===== config.mk =====
export PLATFORM = sky130hd
export DESIGN_NAME = buzzer_scheduler
export DESIGN_NICKNAME = d
export VERILOG_FILES = /design/src/rtl/buzzer_scheduler_pkg.sv /design/src/rtl/buzzer_scheduler_tone_gen.sv /design/src/rtl/buzzer_scheduler.sv
export SDC_FILE = /design/constraint.sdc
export NUM_CORES = 1
export LEC_CHECK = 0
export CAP_MARGIN = 25
export CORE_MARGIN = 4
export CORE_UTILIZATION = 55
export CTS_CLUSTER_DIAMETER = 80
export DETAILED_ROUTE_END_ITERATION = 16
export DONT_BUFFER_PORTS = 1
export PLACE_DENSITY_LB_ADDON = 0.12
export RECOVER_POWER = 25
export SYNTH_ARGS = -nofsm -noshare
export SYNTH_HDL_FRONTEND = slang
export SYNTH_SLANG_ARGS = --single-unit

===== constraint.sdc =====
create_clock -name clk -period 3.4 [get_ports clk]
set_clock_uncertainty 0.15 [all_clocks]
set_input_delay 0.34 -clock clk [delete_from_list [all_inputs] [get_ports clk]]
set_output_delay 0.34 -clock clk [all_outputs]
set_load 0.01 [all_outputs]

===== src/rtl/buzzer_scheduler_pkg.sv =====
// Shared definitions for the buzzer scheduler: FSM state encoding, grant
// codes reported on the grant output, and the beep pattern lengths in ticks.
package buzzer_scheduler_pkg;

    typedef enum logic [2:0] {
        ST_IDLE,
        ST_KEY,
        ST_CHIME_ON,
        ST_CHIME_OFF,
        ST_ALARM_ON,
        ST_ALARM_OFF,
        ST_ALARM_GAP
    } state_t;

    localparam logic [1:0] GRANT_NONE  = 2'd0;
    localparam logic [1:0] GRANT_KEY   = 2'd1;
    localparam logic [1:0] GRANT_CHIME = 2'd2;
    localparam logic [1:0] GRANT_ALARM = 2'd3;

    // Pattern lengths, in 10 ms ticks (phase counter is 7 bits wide)
    localparam logic [6:0] KEY_TICKS        = 7'd3;
    localparam logic [6:0] BEEP_TICKS       = 7'd10;
    localparam logic [6:0] CHIME_LONG_TICKS = 7'd50;
    localparam logic [6:0] ALARM_GAP_TICKS  = 7'd80;
    localparam int         ALARM_BEEPS      = 4;

    // Both the chime and the alarm burst consist of four beeps (index 0..3)
    localparam logic [1:0] LAST_BEEP = 2'(ALARM_BEEPS - 1);

    function automatic logic is_alarm(input state_t s);
        return (s == ST_ALARM_ON) || (s == ST_ALARM_OFF) || (s == ST_ALARM_GAP);
    endfunction

    function automatic logic is_chime(input state_t s);
        return (s == ST_CHIME_ON) || (s == ST_CHIME_OFF);
    endfunction

endpackage


===== src/rtl/buzzer_scheduler_tone_gen.sv =====
// Square-wave tone generator for the buzzer pin.
//   clk, rst  : clock, asynchronous active-low reset
//   en        : tone running (an ON state is held); low forces tone to 0
//   start     : synchronous restart: tone goes to 1 and the divider clears
//   sel_hi    : 1 selects HI_DIV, 0 selects LO_DIV half-period
//   tone      : registered square wave
module buzzer_scheduler_tone_gen #(
    parameter int LO_DIV = 25000,
    parameter int HI_DIV = 12500
) (
    input  logic clk,
    input  logic rst,
    input  logic en,
    input  logic start,
    input  logic sel_hi,
    output logic tone
);

    localparam int MAX_DIV = (LO_DIV > HI_DIV) ? LO_DIV : HI_DIV;
    localparam int CW      = $clog2(MAX_DIV + 1);
    localparam logic [CW-1:0] LO_LAST = CW'(LO_DIV - 1);
    localparam logic [CW-1:0] HI_LAST = CW'(HI_DIV - 1);

    logic [CW-1:0] cnt;
    logic [CW-1:0] last;

    assign last = sel_hi ? HI_LAST : LO_LAST;

    always_ff @(posedge clk or negedge rst) begin
        if (!rst) begin
            cnt  <= '0;
            tone <= 1'b0;
        end else if (start) begin
            cnt  <= '0;
            tone <= 1'b1;
        end else if (!en) begin
            cnt  <= '0;
            tone <= 1'b0;
        end else if (cnt == last) begin
            cnt  <= '0;
            tone <= ~tone;
        end else begin
            cnt  <= cnt + CW'(1);
        end
    end

endmodule


===== src/rtl/buzzer_scheduler.sv =====
// Buzzer scheduler: arbitrates the single buzzer pin between alarm, hourly
// chime and key-click requesters (fixed priority alarm > chime > key) and
// plays each requester's beep pattern.
//   clk, rst    : clock, asynchronous active-low reset
//   alarm_req   : level, rising edge starts/restarts the alarm
//   alarm_stop  : pulse, silences an active alarm
//   chime_req   : level, rising edge latches a pending chime
//   key_req     : pulse, key click (only accepted when idle)
//   buzzer      : tone output
//   grant       : current owner (0 none, 1 key, 2 chime, 3 alarm)
//   busy        : grant != 0
//   chime_pend  : a chime is latched and waiting to play
module buzzer_scheduler
    import buzzer_scheduler_pkg::*;
#(
    parameter int TICK_DIV    = 500000,
    parameter int TONE_LO_DIV = 25000,
    parameter int TONE_HI_DIV = 12500,
    parameter int ALARM_TICKS = 6000
) (
    input  logic       clk,
    input  logic       rst,
    input  logic       alarm_req,
    input  logic       alarm_stop,
    input  logic       chime_req,
    input  logic       key_req,
    output logic       buzzer,
    output logic [1:0] grant,
    output logic       busy,
    output logic       chime_pend
);

    localparam int PW = (TICK_DIV > 1) ? $clog2(TICK_DIV) : 1;
    localparam int AW = $clog2(ALARM_TICKS + 1);
    localparam logic [PW-1:0] TICK_LAST  = PW'(TICK_DIV - 1);
    localparam logic [AW-1:0] ALARM_LAST = AW'(ALARM_TICKS - 1);

    state_t        state, next_state;
    logic [PW-1:0] presc;
    logic [6:0]    phase;
    logic [1:0]    beep_idx;
    logic [AW-1:0] alarm_cnt;
    logic          alarm_q, chime_q;

    logic alarm_rise, chime_rise, tick, last_beep, alarm_timeout;
    logic restart, enter, on_next, sel_hi;

    assign alarm_rise    = alarm_req & ~alarm_q;
    assign chime_rise    = chime_req & ~chime_q;
    assign tick          = (presc == TICK_LAST);
    assign last_beep     = (beep_idx == LAST_BEEP);
    assign alarm_timeout = is_alarm(state) && tick && (alarm_cnt == ALARM_LAST);

    // restart forces an entry even when the state does not change, so an
    // alarm re-trigger during an alarm restarts its pattern and timeout.
    assign enter   = restart || (next_state != state);
    assign on_next = (next_state == ST_KEY) || (next_state == ST_CHIME_ON) ||
                     (next_state == ST_ALARM_ON);
    // Only chime beeps 0..2 use the low tone
    assign sel_hi  = !((state == ST_CHIME_ON) && !last_beep);

    always_ff @(posedge clk or negedge rst) begin
        if (!rst) state <= ST_IDLE;
        else      state <= next_state;
    end

    always_comb begin
        next_state = state;
        restart    = 1'b0;
        if (alarm_rise) begin
            next_state = ST_ALARM_ON;
            restart    = 1'b1;
        end else begin
            case (state)
                ST_IDLE: begin
                    if (chime_pend)   next_state = ST_CHIME_ON;
                    else if (key_req) next_state = ST_KEY;
                end
                ST_KEY: begin
                    if (tick && phase == KEY_TICKS - 7'd1) next_state = ST_IDLE;
                end
                ST_CHIME_ON: begin
                    if (last_beep) begin
                        if (tick && phase == CHIME_LONG_TICKS - 7'd1) next_state = ST_IDLE;
                    end else if (tick && phase == BEEP_TICKS - 7'd1) begin
                        next_state = ST_CHIME_OFF;
                    end
                end
                ST_CHIME_OFF: begin
                    if (tick && phase == BEEP_TICKS - 7'd1) next_state = ST_CHIME_ON;
                end
                ST_ALARM_ON: begin
                    if (alarm_stop || alarm_timeout)             next_state = ST_IDLE;
                    else if (tick && phase == BEEP_TICKS - 7'd1) next_state = ST_ALARM_OFF;
                end
                ST_ALARM_OFF: begin
                    if (alarm_stop || alarm_timeout)             next_state = ST_IDLE;
                    else if (tick && phase == BEEP_TICKS - 7'd1)
                        next_state = last_beep ? ST_ALARM_GAP : ST_ALARM_ON;
                end
                ST_ALARM_GAP: begin
                    if (alarm_stop || alarm_timeout)                  next_state = ST_IDLE;
                    else if (tick && phase == ALARM_GAP_TICKS - 7'd1) next_state = ST_ALARM_ON;
                end
                default: next_state = ST_IDLE;
            endcase
        end
    end

    always_ff @(posedge clk or negedge rst) begin
        if (!rst) begin
            alarm_q <= 1'b0;
            chime_q <= 1'b0;
        end else begin
            alarm_q <= alarm_req;
            chime_q <= chime_req;
        end
    end

    // Tick prescaler and phase counter restart on every state entry, so a
    // phase of N ticks lasts exactly N*TICK_DIV cycles.
    always_ff @(posedge clk or negedge rst) begin
        if (!rst) begin
            presc <= '0;
            phase <= '0;
        end else if (enter || state == ST_IDLE) begin
            presc <= '0;
            phase <= '0;
        end else if (tick) begin
            presc <= '0;
            phase <= phase + 7'd1;
        end else begin
            presc <= presc + PW'(1);
        end
    end

    // Beep index advances when leaving an OFF state; from beep 3 it wraps
    // to 0, which is exactly what the alarm gap needs.
    always_ff @(posedge clk or negedge rst) begin
        if (!rst) begin
            beep_idx <= '0;
        end else if (restart || state == ST_IDLE) begin
            beep_idx <= '0;
        end else if (enter && (state == ST_CHIME_OFF || state == ST_ALARM_OFF)) begin
            beep_idx <= beep_idx + 2'd1;
        end
    end

    always_ff @(posedge clk or negedge rst) begin
        if (!rst) begin
            alarm_cnt <= '0;
        end else if (restart || !is_alarm(state)) begin
            alarm_cnt <= '0;
        end else if (tick) begin
            alarm_cnt <= alarm_cnt + AW'(1);
        end
    end

    // Clearing on chime entry wins over a coincident (merged) edge
    always_ff @(posedge clk or negedge rst) begin
        if (!rst) begin
            chime_pend <= 1'b0;
        end else if (enter && next_state == ST_CHIME_ON) begin
            chime_pend <= 1'b0;
        end else if (chime_rise && !is_chime(state)) begin
            chime_pend <= 1'b1;
        end
    end

    always_comb begin
        case (state)
            ST_KEY:                                 grant = GRANT_KEY;
            ST_CHIME_ON, ST_CHIME_OFF:              grant = GRANT_CHIME;
            ST_ALARM_ON, ST_ALARM_OFF, ST_ALARM_GAP: grant = GRANT_ALARM;
            default:                                grant = GRANT_NONE;
        endcase
    end

    assign busy = (grant != GRANT_NONE);

    buzzer_scheduler_tone_gen #(
        .LO_DIV (TONE_LO_DIV),
        .HI_DIV (TONE_HI_DIV)
    ) u_tone (
        .clk    (clk),
        .rst    (rst),
        .en     (on_next),
        .start  (enter && on_next),
        .sel_hi (sel_hi),
        .tone   (buzzer)
    );

endmodule


Word-level counts from Yosys, hierarchy flattened. Cells that the tools add are included.

Bits of input ports: 6. Logic and storage cells: 107. Register bits: 63.

Reductions and logical operators: 33. Eq/ne operators: 19. $add $sub $neg: 5. Muxes and demuxes: 35. Bitwise gates (word level): 5.

Operator list (number): $mux W15 (4); $mux W3 (14); $mux W19 (2); $mux W13 (2); $pmux W3 S7 (1); $add A19 B1 Y19 const B (1); $eq A19 B19 Y1 const B (1); $add A15 B1 Y15 const B (1); $eq A15 B15 Y1 (1); $mux W7 (2); $add A13 B1 Y13 const B (1); $eq A13 B13 Y1 const B (1); $eq A3 B3 Y1 const B (4); $logic_and A1 B1 Y1 (11); $logic_or A1 B1 Y1 (11); $reduce_bool A2 Y1 (5); $eq A3 B2 Y1 const B (3); $add A7 B1 Y7 const B (1); $eq A7 B2 Y1 const B (1); $eq A7 B4 Y1 const B (1); $eq A7 B6 Y1 const B (1); $eq A7 B7 Y1 const B (1); $eq A3 B1 Y1 const B (2); $mux W1 (6); 12 further kinds (19).

Longest topological paths before layout. Gate-level depths: netlist of the first run.

Word-level depth: 14. Depth in mapped cells: 12. Depth with buffers taken out: 9.

Modules after synthesis. From an unflattened synthesis of the first run, not the netlist that was laid out.

Cell total of the unflattened synthesis: 389. Area total of the unflattened synthesis: 3763.6 µm².

Modules (own cells, without submodules): buzzer_scheduler (area an instance 2897.8 µm², cells each 302, sequential area each 1176.1 µm², times used 1); buzzer_scheduler_tone_gen (area an instance 865.8 µm², cells each 87, sequential area each 400.4 µm², times used 1).

Worst setup path after synthesis of the first run. Ideal clock, no wire load.

Kind: register to register. Start point: reg presc[0]. End point: reg u_tone.cnt[5]. Stages on the path, launching flop included: 12. Slack: 0.516 ns. Period minus slack after synthesis: 2.884 ns. Path buffers: 3. Arrival: 2.640 ns. Cell sequence: dfrtp_1 ha_1 and4_1 buf_6 and3_4 buf_6 and4_4 or3_4 a221oi_4 o211ai_4 buf_6 nor4b_4.

Word-level cells in the longest chain between the ends: 12. Elaborated cells between the ends (all ways): 31. Those cells by class: 5 x eq/ne; 15 x mux; 11 x reduce/logical.

RTL lines: start, declared (line buzzer_scheduler.sv:39) `logic [PW-1:0] presc;`; start signal, assigned (line buzzer_scheduler.sv:133) `presc <= presc + PW'(1);`; $eq A19 B19 Y1 * (line buzzer_scheduler.sv:50) `assign tick = (presc == TICK_LAST);`; $logic_and A1 B1 Y1 (2 in a row) (line buzzer_scheduler.sv:52) `assign alarm_timeout = is_alarm(state) && tick && (alarm_cnt == ALARM_LAST);`; $logic_or A1 B1 Y1 (line buzzer_scheduler.sv:93, buzzer_scheduler.sv:97, buzzer_scheduler.sv:102); $mux W3, on equally long branches (line buzzer_scheduler.sv:102, buzzer_scheduler.sv:93, buzzer_scheduler.sv:97); $pmux W3 S7 * (line buzzer_scheduler.sv:74) `case (state)`; $mux W3 * (line buzzer_scheduler.sv:70) `if (alarm_rise) begin`; $eq A3 B1 Y1 or $eq A3 B2 Y1 (tied branches) (line buzzer_scheduler.sv:57) `assign on_next = (next_state == ST_KEY) || (next_state == ST_CHIME_ON) ||`; $logic_or A1 B1 Y1 (2 in a row) (line buzzer_scheduler.sv:57); $mux W15 or $logic_and A1 B1 Y1 (tied branches) (line buzzer_scheduler_tone_gen.sv:36, buzzer_scheduler.sv:188); $mux W15 * (line buzzer_scheduler_tone_gen.sv:33) `end else if (start) begin`; end signal, assigned (line buzzer_scheduler_tone_gen.sv:43) `cnt <= cnt + CW'(1);`; end, declared (line buzzer_scheduler_tone_gen.sv:24) `logic [CW-1:0] cnt;`.

Every way passes the cells marked *; elsewhere a longest branch is shown, timed or not. A chain may end at the register's enable or synchronous reset.

Final worst setup path of the first run.
Start point: reg presc[0]. End point: reg u_tone.cnt[2].

Word-level cells in the longest chain between the ends: 12. Elaborated cells between the ends (all ways): 31. Those cells by class: 5 x eq/ne; 15 x mux; 11 x reduce/logical.

RTL lines: $eq A19 B19 Y1 * (line buzzer_scheduler.sv:50); $logic_and A1 B1 Y1 (2 in a row) (line buzzer_scheduler.sv:52); $logic_or A1 B1 Y1 (line buzzer_scheduler.sv:93, buzzer_scheduler.sv:97, buzzer_scheduler.sv:102); $mux W3, on equally long branches (line buzzer_scheduler.sv:102, buzzer_scheduler.sv:93, buzzer_scheduler.sv:97); $pmux W3 S7 * (line buzzer_scheduler.sv:74); $mux W3 * (line buzzer_scheduler.sv:70); net next_state[0] (line buzzer_scheduler.sv:38) `state_t state, next_state;`; $eq A3 B1 Y1 or $eq A3 B2 Y1 (tied branches) (line buzzer_scheduler.sv:57); $logic_or A1 B1 Y1 (2 in a row) (line buzzer_scheduler.sv:57); $mux W15 or $logic_and A1 B1 Y1 (tied branches) (line buzzer_scheduler_tone_gen.sv:36, buzzer_scheduler.sv:188); $mux W15 * (line buzzer_scheduler_tone_gen.sv:33).

Mark *: on every way through the listed nets, which the timed path passes. The rest lies on a longest branch.

==> out/results.txt, run 1 <==
commonest cells after routing, fill and taps aside - dfrtp_1 (63), nor2_1 (55), nand2_1 (34)
n_diodes - 0
sequential share of the synthesized area - 41.0%
number of synthesized flops with an enable pin - 0
HP Class - in2reg
Mean Syn Cell Area - 9.83 um2
post-synth cell types - 65
Hold EP - chime_pend$_DFFE_PN0P_
Syn Std Cell Area - 3840 um2
critical path class - reg2reg
area leader, netlist - dfrtp_1
Vias - 2810
clk sink count - 63
Total GRT Usage - 20.3%
layout cells sized above 1 - 13.6%
placement row count - 30
Pwr Total - 2480 uW
failing checks - capacitance limit, slew limit
Worst R2R Setup Slack - 280 ps
Yosys reg bits - 63
Final Max Slew Viols - 64
element type at the critical path start - register
DR vias/cell - 5.63
commonest non-fill, non-tap cell in the layout - dfrtp_1
GRT Residual Overflow - 0
minimum clock period - 3120 ps
P&R area growth vs syn - 10.8%
WHS Path Cells - 2
Port Buffers - 0
dpl ws - 155 ps
critical-path maximum fanout - 15
Reg clk slew, reported paths - 80 ps
Setup violations, final - 0
clk buf depth - 2
Filler cells - 571
dpl cells - 479
total die area - 8390 um2
Yosys top cell area share - 41.0%
CTS tree - built
fin nets - 411
Boundary Pins - 11
Routed WL per cell - 15.5 um
Ys Warns - 0
gpl congestion - 0.866
vias in the first global route - 2823
FF-to-FF path depth - 9
fmax - 321 MHz
H-tree depth - 3
WL final - 7.73 mm
final period utilization - 91.8%
Top FF cell, synth - dfrtp_1
IR drop worst, VDD - 0.354 mV
DRC - 0
HP Start - chime_req
Worst Path Required - 3450 ps
crit path DAT - 3170 ps
number of routed nets with antenna violations - 0
CP endpoint kind - register
Core Box Area - 6790 um2
Fin Setup TNS - 0 ps
leakage - 0.00164 uW
RR Endpoint - u_tone.cnt[2]$_DFF_PN0_
RSZ-0062 raised after global routing - no
Final Hold Viols - 0
max_cap viols - 1
Worst-Margin Slew - 1550 ps
Worst-Skew Late Latency - 340 ps
Post-DP HPWL - 5.20 mm
DR iter-0 viols - 163
reg2reg start - presc[0]$_DFF_PN0_
Mapped Cells - 391
Pwr Density - 583 nW/um2
Slew headroom - -3.52%
Final Non-Filler Cells - 499
die width - 91.6 um
CTS buffer count - 9
initial antenna violation count - 0
largest cells by area after synthesis - dfrtp_1 (41%), xor2_1 (5.7%), nor2_1 (5.4%), xnor2_1 (5.0%), nand2_1 (3.3%)
global-route wire length before repair - 13.7 mm
Die Ht - 91.6 um
1st-pass router iterations - 4
Syn Nets - 404
status - finished with violations
Initial Util - 56.6%
Setup WS post-layout - 280 ps
largest net degree at the start of global routing - 64
WHS - 88.4 ps
post-synthesis async set-or-reset flop share - 100%
root buf cell - clkbuf_8
worst max-delay path by stage:
stage | cells past startpoint | from | end
6_report | 9 | presc[0]$_DFF_PN0_ | u_tone.cnt[2]$_DFF_PN0_
3_3_place_gp | 8 | presc[0]$_DFF_PN0_ | u_tone.cnt[0]$_DFF_PN0_
2_1_floorplan | 11 | presc[0]$_DFF_PN0_ | u_tone.cnt[5]$_DFF_PN0_
5_1_grt | 9 | presc[0]$_DFF_PN0_ | u_tone.cnt[2]$_DFF_PN0_
4_1_cts | 8 | presc[0]$_DFF_PN0_ | u_tone.tone$_DFFE_PN0P_
3_5_place_dp | 8 | presc[0]$_DFF_PN0_ | u_tone.cnt[3]$_DFF_PN0_
metal layers:
metal | GRT usage [%] | wire length, um | up-vias
li1 | - | - | 1413
met1 | 27.4 | 3720 | 1359
met2 | 32.6 | 3740 | 29
met3 | 2.95 | 168 | 9
met4 | 8.67 | 100 | 0
met5 | 0 | 0 | -
synthesized netlist by cell type, types with 3 or more instances:
library cell  count
a21oi_1           8
a31oi_1           5
and2_1            5
and3_1            7
and4_1            4
buf_2             3
buf_6             4
clkbuf_1          6
dfrtp_1          63
ha_1              7
inv_1             7
nand2_1          34
nand2b_1          4
nand3_1          21
nand4_1          11
nor2_1           55
nor2b_1           6
nor3_1            7
nor3_2            5
nor3b_1           8
nor4_1            4
nor4_2            5
nor4b_1           6
nor4b_2           6
o21ai_0           5
or3_1             5
xnor2_1          22
xor2_1           25
report_power, final:
group          internal [uW]  switching [uW]
registers                795            69.0
clock network            564             313
logic                    257             486
layout make-up:
type | instances | area [um2] | share of cell area (%)
clock buffers | 9 | 124 | 2.91
clock inverters | 7 | 144 | 3.38
inverters | 8 | 35.0 | 0.823
multi-input cells | 305 | 2150 | 50.4
flip-flops and latches | 63 | 1580 | 37.0
well taps | 96 | 120 | 2.82
repair buffers | 11 | 113 | 2.64
registers in the layout, summed over array words and instances, names as in the netlist:
signal       cells
alarm_q          1
alarm_cnt       13
chime_pend       1
u_tone.cnt      15
state            3
u_tone.tone      1
beep_idx         2
presc           19
chime_q          1
phase            7
stage by stage:
step / util, % / instance area (um2)
2_1_floorplan: - / 3840
3_3_place_gp: 58.1 / 3950
3_5_place_dp: 58.1 / 3950
4_1_cts: 62.9 / 4270
5_1_grt: 62.7 / 4260
6_report: 62.7 / 4260
cell families (layout without fill, tap and decap cells):
family,Yosys count,count (layout),share of synthesized area (%)
adders and majority gates,7,7,2.28
muxes,1,1,0.260
buffers and inverters,23,35,3.35
DFF,63,63,41.0
xor gates and xnor gates,47,47,10.7
AOI/OAI and AO/OA,41,41,9.57
and+or+nand+nor,209,209,32.8
what timing repair did:
item                                   in CTS  in global routing
resized for setup                           0                  1
setup endpoints to repair                   0                 16
hold buffers                                4                  0
setup buffers                               0                  0
endpoints found under the hold margin      65                  0
critical path, cell delays in order, from the launching register on:
cell and delay [ps]:
dfrtp_1 430, ha_1 220, and4_1 330, nand3_1 210, or3_4 450, o211ai_1 170
a31o_4 270, clkinv_4 90, o211ai_4 530, nor4b_1 130
No activity file was read; power rests on OpenSTA's default activity.
==> run 2, diff against run 1 <==
--- a/config.mk
+++ b/config.mk
@@ -13,6 +13,8 @@
 export DONT_BUFFER_PORTS = 1
 export PLACE_DENSITY_LB_ADDON = 0.12
 export RECOVER_POWER = 25
+export SKIP_CTS_REPAIR_TIMING = 1
+export SKIP_LAST_GASP = 1
 export SYNTH_ARGS = -nofsm -noshare
 export SYNTH_HDL_FRONTEND = slang
 export SYNTH_SLANG_ARGS = --single-unit
==> out/results.txt, run 2 (synthesis results as in run 1) <==
status - finished with violations
failing checks - capacitance limit, slew limit
RR Endpoint - u_tone.cnt[2]$_DFF_PN0_
Boundary Pins - 11
Slew headroom - -3.07%
commonest cells after routing, fill and taps aside - dfrtp_1 (63), nor2_1 (55), nand2_1 (34)
Reg clk slew, reported paths - 80 ps
Final Hold Viols - 0
clk buf depth - 2
1st-pass router iterations - 4
Vias - 2811
global-route wire length before repair - 13.7 mm
commonest non-fill, non-tap cell in the layout - dfrtp_1
critical-path maximum fanout - 15
Port Buffers - 0
Routed WL per cell - 15.5 um
biggest regs - presc x19, u_tone.cnt x15, alarm_cnt x13
Setup WS post-layout - 280 ps
GRT Residual Overflow - 0
dpl ws - 155 ps
Worst-Skew Late Latency - 340 ps
fin nets - 411
WL final - 7.73 mm
initial antenna violation count - 0
multi-input logic area - 2150 um2
vias in the first global route - 2797
CTS buffer count - 9
Finished Core Util - 62.7%
gpl congestion - 0.866
layout cells sized above 1 - 13.6%
Pwr Density - 583 nW/um2
DR vias/cell - 5.63
DR iter-0 viols - 163
H-tree depth - 3
fmax - 321 MHz
Worst R2R Setup Slack - 280 ps
placement row count - 30
Core Box Area - 6790 um2
element type at the critical path start - register
die width - 91.6 um
reg2reg start - presc[0]$_DFF_PN0_
Pwr Total - 2480 uW
WHS Path Cells - 2
HP Class - in2reg
Worst Path Required - 3450 ps
FF-to-FF path depth - 9
total die area - 8390 um2
Storage cell area - 1580 um2
crit path DAT - 3170 ps
Hold EP - chime_pend$_DFFE_PN0P_
Post-Place Cell Area - 3950 um2
Most flops, register - presc
Initial Util - 56.6%
Filler cells - 571
P&R area growth vs syn - 10.8%
design area - 4260 um2
leakage - 0.00164 uW
Die Ht - 91.6 um
clk sink count - 63
number of routed nets with antenna violations - 0
HP Start - chime_req
CTS tree - built
IR drop worst, VDD - 0.354 mV
Worst-Margin Slew - 1550 ps
final period utilization - 91.8%
Final Max Slew Viols - 64
max_cap viols - 1
critical path class - reg2reg
root buf cell - clkbuf_8
number of flip-flops in the largest register - 19
DRC - 0
Post-DP HPWL - 5.20 mm
largest net degree at the start of global routing - 64
minimum clock period - 3120 ps
CP endpoint kind - register
RSZ-0062 raised after global routing - no
Fin Setup TNS - 0 ps
Setup violations, final - 0
n_diodes - 0
Total GRT Usage - 20.2%
[run 2: cell counts in the layout (fill, tap and decap cells not counted)]
No cell type changed its count.
[run 2: worst max path at each step]
stage | start | end | slack (ps)
after global routing | presc[0]$_DFF_PN0_ | u_tone.cnt[2]$_DFF_PN0_ | 110
after CTS | presc[0]$_DFF_PN0_ | u_tone.tone$_DFFE_PN0P_ | 150
final | presc[0]$_DFF_PN0_ | u_tone.cnt[2]$_DFF_PN0_ | 280
after global placement | presc[0]$_DFF_PN0_ | u_tone.cnt[0]$_DFF_PN0_ | 260
after detailed placement | presc[0]$_DFF_PN0_ | u_tone.cnt[3]$_DFF_PN0_ | 160
after floorplan | presc[0]$_DFF_PN0_ | u_tone.cnt[5]$_DFF_PN0_ | 520
[run 2: area by class of cell]
type | instances | area share, %
Timing Repair Buffer | 11 | 2.64
Inverter | 8 | 0.823
Multi-Input combinational cell | 305 | 50.4
Sequential cell | 63 | 37.0
Clock buffer | 9 | 2.91
Clock inverter | 7 | 3.38
Tap cell | 96 | 2.82
[run 2: power breakdown]
part / leakage (uW) / total, uW / switching [uW] / internal, uW
logic: 0.000645 / 742 / 486 / 257
clock network: 0.000126 / 877 / 313 / 564
registers: 0.000865 / 864 / 69.1 / 795
total: 0.00164 / 2480 / 868 / 1610
[run 2: layer usage]
metal | GRT usage, % | vias to the layer above | wire (um)
li1 | - | 1413 | -
met1 | 27.4 | 1360 | 3730
met2 | 32.1 | 29 | 3730
met3 | 3.04 | 9 | 168
met4 | 8.67 | 0 | 100
met5 | 0 | - | 0
[run 2: stage by stage]
step	hold slack [ps]	std cells
3_3_place_gp	-104	479
6_report	88.3	499
5_1_grt	138	499
4_1_cts	-490	495
2_1_floorplan	-106	391
3_5_place_dp	-104	479
[run 2: critical path, stage by stage (launching register included)]
cell and delay, ps:
dfrtp_1 430, ha_1 220, and4_1 330, nand3_1 210, or3_4 450, o211ai_1 170, a31o_4 270, clkinv_4 90
o211ai_4 530, nor4b_1 140
